**config.mk**
```make
export PLATFORM = sky130hd
export DESIGN_NAME = fetch_id_requester
export DESIGN_NICKNAME = d
export VERILOG_FILES = /design/src/rtl/fetch_id_requester.sv
export SDC_FILE = /design/constraint.sdc
export NUM_CORES = 1
export LEC_CHECK = 0
export CELL_PAD_IN_SITES_DETAIL_PLACEMENT = 1
export CELL_PAD_IN_SITES_GLOBAL_PLACEMENT = 2
export CORE_ASPECT_RATIO = 0.8
export CORE_UTILIZATION = 23
export DETAILED_ROUTE_END_ITERATION = 12
export PLACE_DENSITY = 0.86
export SKIP_CTS_REPAIR_TIMING = 1
export SYNTH_ARGS = -nofsm -noshare
export SYNTH_HDL_FRONTEND = slang
export SYNTH_SLANG_ARGS = --single-unit
```
**constraint.sdc**
```tcl
create_clock -name clk -period 3.25 [get_ports clk]
set_input_delay 0.4875 -clock clk [delete_from_list [all_inputs] [get_ports clk]]
set_output_delay 0.4875 -clock clk [all_outputs]
set_load 0.05 [all_outputs]
```
**src/rtl/fetch_id_requester.sv**
```systemverilog
// Fetch-side ID requester: claims instruction IDs, issues in-order memory reads,
// and returns completions in assignment order, discarding responses owed across a flush.
module fetch_id_requester #(
    parameter logic [31:0] RESET_VECTOR    = 32'h8000_0000,
    parameter int          MAX_OUTSTANDING = 4
) (
    input  logic        clk,
    input  logic        rst,
    input  logic        fetch_flush,
    input  logic [31:0] flush_pc,
    input  logic        pc_id_available,
    output logic        pc_id_assigned,
    output logic [31:0] if_pc,
    output logic        mem_req,
    output logic [31:0] mem_addr,
    input  logic        mem_ack,
    input  logic        mem_rvalid,
    input  logic [31:0] mem_rdata,
    input  logic        mem_rerror,
    output logic        fetch_complete,
    output logic [31:0] fetch_instruction,
    output logic        fetch_ok,
    output logic [4:0]  fetch_error_code
);
    localparam int            CW  = $clog2(MAX_OUTSTANDING) + 1;
    localparam logic [CW:0]   CAP = MAX_OUTSTANDING[CW:0];

    logic [31:0]   pc;
    logic [CW-1:0] live;
    logic [CW-1:0] drop;
    logic          misaligned_pending;

    logic          aligned;
    logic          can_issue;
    logic          issue_mem;
    logic          rsp_live;
    logic          rsp_drop;
    logic          misaligned_done;
    logic [CW:0]   inflight;

    // NOTE: every always_comb output gets a default first so no latch is inferred.
    always_comb begin
        aligned         = (pc[1:0] == 2'b00);
        inflight        = {1'b0, live} + {1'b0, drop};
        can_issue       = pc_id_available & ~fetch_flush & ~misaligned_pending & (inflight < CAP);
        mem_req         = ~rst & aligned & can_issue;
        pc_id_assigned  = ~rst & (aligned ? (can_issue & mem_ack) : can_issue);
        issue_mem       = pc_id_assigned & aligned;
        rsp_drop        = mem_rvalid & (drop != '0);
        rsp_live        = mem_rvalid & (drop == '0);
        // A misaligned fetch reports only after every older read has drained.
        misaligned_done = misaligned_pending & (live == '0) & (drop == '0) & ~mem_rvalid;
    end

    assign if_pc    = pc;
    assign mem_addr = pc;

    // NOTE: sequential state uses non-blocking assignments only.
    always_ff @(posedge clk) begin
        if (rst) begin
            pc                 <= RESET_VECTOR;
            live               <= '0;
            drop               <= '0;
            misaligned_pending <= 1'b0;
            fetch_complete     <= 1'b0;
            fetch_instruction  <= '0;
            fetch_ok           <= 1'b0;
            fetch_error_code   <= '0;
        end else begin
            fetch_complete <= 1'b0;
            if (fetch_flush) begin
                // Everything still owed by memory, including a response landing now, is dropped.
                pc                 <= flush_pc;
                drop               <= drop + live - CW'(mem_rvalid);
                live               <= '0;
                misaligned_pending <= 1'b0;
            end else begin
                if (issue_mem) begin
                    pc <= pc + 32'd4;
                end
                if (pc_id_assigned && !aligned) begin
                    misaligned_pending <= 1'b1;
                end
                live <= live + CW'(issue_mem) - CW'(rsp_live);
                drop <= drop - CW'(rsp_drop);
                if (rsp_live) begin
                    fetch_complete    <= 1'b1;
                    fetch_instruction <= mem_rdata;
                    fetch_ok          <= ~mem_rerror;
                    fetch_error_code  <= mem_rerror ? 5'd1 : 5'd0;
                end else if (misaligned_done) begin
                    fetch_complete     <= 1'b1;
                    fetch_instruction  <= '0;
                    fetch_ok           <= 1'b0;
                    fetch_error_code   <= 5'd0;
                    misaligned_pending <= 1'b0;
                end
            end
        end
    end
endmodule

```
# ---- After elaboration in Yosys (flattened, before gate mapping)
# Index checks and enable logic that the tools add are counted.
dict set report totals {
  output_inout_bits 105
  word_cells 60
  register_bits 78
}
dict set report op_classes {
  add_sub_neg 7
  reduce_logical 10
  muxes 16
  n_lt_le_gt_ge 1
  n_bitwise 18
}
# operator count
set ops {}
lappend ops {{two-way mux 32 bit} 4}
lappend ops {{adder 32 x 3 -> 32 bit (second input constant)} 1}
lappend ops {{bitwise AND 1 bit} 13}
lappend ops {{two-way mux 5 bit} 2}
lappend ops {{two-way mux 1 bit} 9}
lappend ops {{subtractor 3 x 1 -> 3 bit} 3}
lappend ops {{logical NOT 3 bit} 2}
lappend ops {{inverter 1 bit} 5}
lappend ops {{adder 3 x 3 -> 4 bit} 1}
lappend ops {{< comparator 4 x 3 -> 1 bit (second input constant)} 1}
lappend ops {{nonzero test 2 bit} 2}
lappend ops {{adder 3 x 1 -> 3 bit} 1}
lappend ops {{adder 3 bit} 1}
lappend ops {{two-way mux 3 bit} 1}
lappend ops {{nonzero test 3 bit} 1}
lappend ops {{logical NOT 2 bit} 1}
lappend ops {{AND reduction 2 bit} 1}
lappend ops {{OR reduction 2 bit} 1}
lappend ops {{logical AND 1 bit} 1}
lappend ops {{logical NOT 1 bit} 1}

# ---- Longest topological paths before layout
dict set report logic_depth {
  word_depth 11
  ltp_mapped 13
}

# ---- Least setup slack after synthesis
# Ideal clock, no wire load.
dict set report synth_timing {
  kind {register to output}
  start {register live[1]}
  end {output port mem_req}
  path_slack_ps 350
  stages_incl_launch_ff 8
  required_ps 2762
  t_arrival_ps 2413
  n_path_buf 2
  path_cell_list {dfxtp_1 inv_1 ha_1 nand3_1 nand4_1 buf_2 buf_1 nor3_1}
}
dict set report synth_between {
  elab_chain_len 4
}
# element line_no
set synth_lines {}
lappend synth_lines {{from (decl)} 29} ;# logic [CW-1:0] live;
lappend synth_lines {{from (signal assigned)} 84} ;# live <= live + CW'(issue_mem) - CW'(rsp_live);
lappend synth_lines {{adder 3 x 3 -> 4 bit} 44} ;# inflight = {1'b0, live} + {1'b0, drop};
lappend synth_lines {{< comparator 4 x 3 -> 1 bit} 45} ;# can_issue = pc_id_available & ~fetch_flush & ~misaligned_pending & (inflight < CAP);
lappend synth_lines {{bitwise AND 1 bit} 45}
lappend synth_lines {{bitwise AND 1 bit} 46} ;# mem_req = ~rst & aligned & can_issue;
lappend synth_lines {{to (decl)} 14} ;# output logic mem_req,
# No other way between the ends.

# ---- Worst setup path after layout
dict set report layout_timing {
  start {register live[1]}
  end {register live[2]}
}
dict set report layout_between {
  elab_chain_len 9
}
# element line_no
set layout_lines {}
lappend layout_lines {{adder 3 x 3 -> 4 bit} 44}
lappend layout_lines {{< comparator 4 x 3 -> 1 bit} 45}
lappend layout_lines {{bitwise AND 1 bit} 45}
lappend layout_lines {{bitwise AND 1 bit} 47} ;# pc_id_assigned = ~rst & (aligned ? (can_issue & mem_ack) : can_issue);
lappend layout_lines {{two-way mux 1 bit} 47}
lappend layout_lines {{bitwise AND 1 bit} 47}
lappend layout_lines {{bitwise AND 1 bit} 48} ;# issue_mem = pc_id_assigned & aligned;
lappend layout_lines {{adder 3 x 1 -> 3 bit *} 84}
lappend layout_lines {{subtractor 3 x 1 -> 3 bit *} 84}
# Mark *: on every way between the ends. The rest lies on a longest branch, timed or not.
# A chain may end at the register's enable or synchronous reset.

==> flow_summary.toml <==
[outcome]
status = "completed"

[cells_and_area]
design_area_um2 = 5780
antennaDiodeCount = 0
layout-drive-gt1-share_pct = 6.06
regArea_um2 = 1480
post-route-util_pct = 36.5
final_cells = 776
multi_input_comb_area_um2 = 1850
area_delta_synth_final_pct = 54.4
layout.nets = 639
fillers = 1814

[placed_design]
dp_cells = 760
place_congestion = 0.781
dpl.hpwl_um = 9950
port_buffers = 171
place_area_um2 = 5460

[timing]
fin_crit_ns = 2.86
relSlewSlack_pct = 17.6
final-hold-violation-count = 0
setup_viol = 0
setup_tns_ns = 0
tightest_slew_ns = 1.24
post-route-period-util_pct = 88.1
rsz0062_at_grt = "no"
slew_violations = 0
timing.fmax_ghz = 0.349
fin_skew_ns = 0.0107

[clocking]
cts_tree = "done"
cts_buffers = 9
htree_levels = 3
cts_root_buf = "clkbuf_16"
clk_pin_slew_ns = 0.07
cts_sinks = 74
clk_latency_ns = 0.34
cts_buffer_depth = 2

[floorplan]
pin_count = 176
start_util_pct = 23.6
die_h_um = 116
rows = 41
die_area_um2 = 16800
core-area_um2 = 15900
die_w_um = 145

[routing]
vias = 3792
route.detailed.drc = 0
drt-pass1-iter-count = 4
viasPerCell = 4.89
drt_iter0_markers = 157
routedWlPerCell_um = 17.4
detail-route-antenna-nets = 0
wirelength_um = 13500

[critical_path]
crit_chain = "inv_1 -> ha_1 -> nand3_1 -> nand4_1 -> nor2_2 -> inv_2 -> ha_1 -> inv_1 -> ha_1 -> fa_1 -> xnor2_1 -> xnor2_1 -> nor3_1"
reg2reg_depth = 13
max_stage_delay_ns = 0.41
cp_max_fo = 8
cp-start-kind = "register"
reg2reg_to = "live[2]"
endpoint_kind = "register"
rrSetupSlack_ns = 0.39
worstReg2RegStart = "live[1]"
arrival_ns = 3.07
cp-startpoint = "live[1]"
cpMaxStageDelayCell = "dfxtp_1"
crit_path_end = "live[2]"
worst_path_most_repeated_cell = "ha_1"
path_class = "register to register"
worstPathRequired_ns = 3.46

[global_routing]
grt_pass1_wl_um = 20700
grt_max_degree = 42
grt_usage_pct = 16.3
antenna_found_initial = 0
grt_pass1_vias = 3844
overflow = 0

[yosys]
synth_flop_cell = "dfxtp_1"
synth-async-reset-ratio_pct = 0
ys_seq_area_share_pct = 39.6
syn_avg_cell_area_um2 = 8.85
yosysWarnings = 0
postSynthCellCount = 423
synth_seq_cells = 74
yosysUniqueCellTypes = 58
syn_area_um2 = 3740
synth-edff-count = 0

[power_and_ir_drop]
power_frac_seq_pct = 34.7
p_leak_nw = 2.07
internal-power_mw = 2.03
switchingPower_mw = 1.05
power_frac_clock_pct = 35.2
p_comb_share_pct = 30.1
power.density_nw_per_um2 = 533
peakVddDrop_mv = 0.267
p_sw_share_pct = 34.2

[run]
cap_violations = 0

[worst_hold_path]
min_path_type = "register to register"
[cells by family after synthesis]
group | share of synthesized area [%]
AO/OA/AOI/OAI | 21.5
XOR/XNOR | 1.87
adder cells (fa/ha/maj) | 4.41
buffers and inverters | 11.5
flip-flops | 39.6
multiplexers | 1.14
other | 0.100
AND/OR/NAND/NOR | 19.9
[layout by cell type, fill, tap and decap left out, drive strengths merged, types with 3 or more instances in the layout]
cell,Yosys,layout
a31oi,9,9
nor4,11,11
a221oi,3,3
nand4,8,8
or3,4,4
a311oi,8,8
clkbuf,19,10
or4,3,3
and3,6,6
and4,6,6
a21oi,15,15
buf,41,10
and2,6,6
a211oi,6,6
dfxtp,74,74
nand2,29,29
conb,1,4
nor3,14,14
a22o,34,34
inv,16,17
clkdlybuf4s50,0,169
nor2,31,31
ha,10,10
a311o,3,3
o21ai,13,13
nand3,14,14
xnor2,7,7
[flip-flops by register name, indices dropped and copies added, names as in the netlist]
name                flops
if_pc                  32
fetch_ok                1
fetch_error_code        1
misaligned_pending      1
drop                    3
fetch_complete          1
live                    3
fetch_instruction      32
[synth_stat cells, types with 2 or more instances]
cell       n  area share (%)
o21ai_1   11             1.5
fa_1       2             1.1
dfxtp_1   74              40
a22o_1    34             8.0
a31oi_1    9             1.5
nor3_1    13             1.7
mux2_1     2            0.60
buf_1      2            0.20
or3_1      4            0.67
nand4b_1   2            0.47
inv_1     14             1.4
nor4_1    10             1.7
a211oi_1   6             1.2
o21bai_1   2            0.40
nand3_1   13             1.7
nor2_1    30             3.0
a311o_1    3            0.80
a311oi_1   8             1.9
a221oi_1   3            0.70
buf_4     38             7.6
a21oi_1   15             2.0
nand2_1   29             2.9
xnor2_1    7             1.6
mux2i_1    2            0.53
or4_1      3            0.60
o21ai_0    2            0.27
and3_1     6             1.0
o31ai_1    2            0.40
clkbuf_1  19             1.9
and2_1     6             1.0
o211ai_1   2            0.40
nor2b_1    2            0.33
ha_1      10             3.3
and4_1     5             1.2
a32oi_1    2            0.47
inv_2      2            0.20
nand4_1    7             1.2
o21a_1     2            0.40
[power groups by stage]
| stage | clock [mW] | combinational (mW) | sequential [mW] |
|---|---|---|---|
| 6_report | 1.09 | 0.926 | 1.07 |
| 5_1_grt | 1.15 | 0.991 | 1.08 |
| 4_1_cts | 1.12 | 0.935 | 1.07 |
| 3_5_place_dp | 0 | 0.932 | 1.09 |
| 3_3_place_gp | 0 | 0.905 | 1.08 |
| 2_1_floorplan | 0 | 0.409 | 1.28 |
[critical path, delay by kind of cell, from the launching register on]
kind / cells / cell delay [ns]
flip-flops: 1 / 0.41
buffers and inverters: 3 / 0.26
AND/OR/NAND/NOR: 4 / 0.50
adder cells (fa/ha/maj): 4 / 1.21
XOR/XNOR: 2 / 0.33
[area by class of cell]
| cell class | count | area share (%) |
|---|---|---|
| tap | 215 | 4.65 |
| timing repair buffer | 179 | 31.2 |
| multi-input combinational | 276 | 31.9 |
| clock inverter | 6 | 1.56 |
| clock buffer | 10 | 3.96 |
| sequential | 74 | 25.6 |
| inverter | 16 | 1.04 |
[worst min path at each step]
| stage | slack [ns] | start | cells past startpoint | to |
|---|---|---|---|---|
| 2_1_floorplan | 0.52 | misaligned_pending | 1 | misaligned_pending |
| 3_3_place_gp | 0.46 | fetch_instruction[13] | 1 | fetch_instruction[13] |
| 3_5_place_dp | 0.45 | fetch_instruction[7] | 1 | fetch_instruction[7] |
| 4_1_cts | 0.48 | fetch_instruction[7] | 1 | fetch_instruction[7] |
| 5_1_grt | 0.49 | fetch_instruction[11] | 1 | fetch_instruction[11] |
| 6_report | 0.47 | fetch_instruction[7] | 1 | fetch_instruction[7] |
[per-layer routing]
metal / vias to the layer above / part of all wire, % / global-route usage [%]
li1: 1795 / - / -
met3: 14 / 5.5 / 3.85
met2: 112 / 48 / 26.4
met1: 1871 / 45 / 21.3
met5: - / 0 / 0
met4: 0 / 1.3 / 5.12
[through the flow]
stage | power, mW | setup WS [ns] | hold WS (ns)
CTS | 3.12 | 0.368 | 0.476
detailed placement | 2.02 | 0.0984 | 0.454
global placement | 1.99 | 0.252 | 0.456
finish | 3.08 | 0.387 | 0.470
global route | 3.23 | 0.166 | 0.489
floorplan | 1.68 | 0.350 | 0.525
Note: power is estimated with default switching activity, not from simulation.
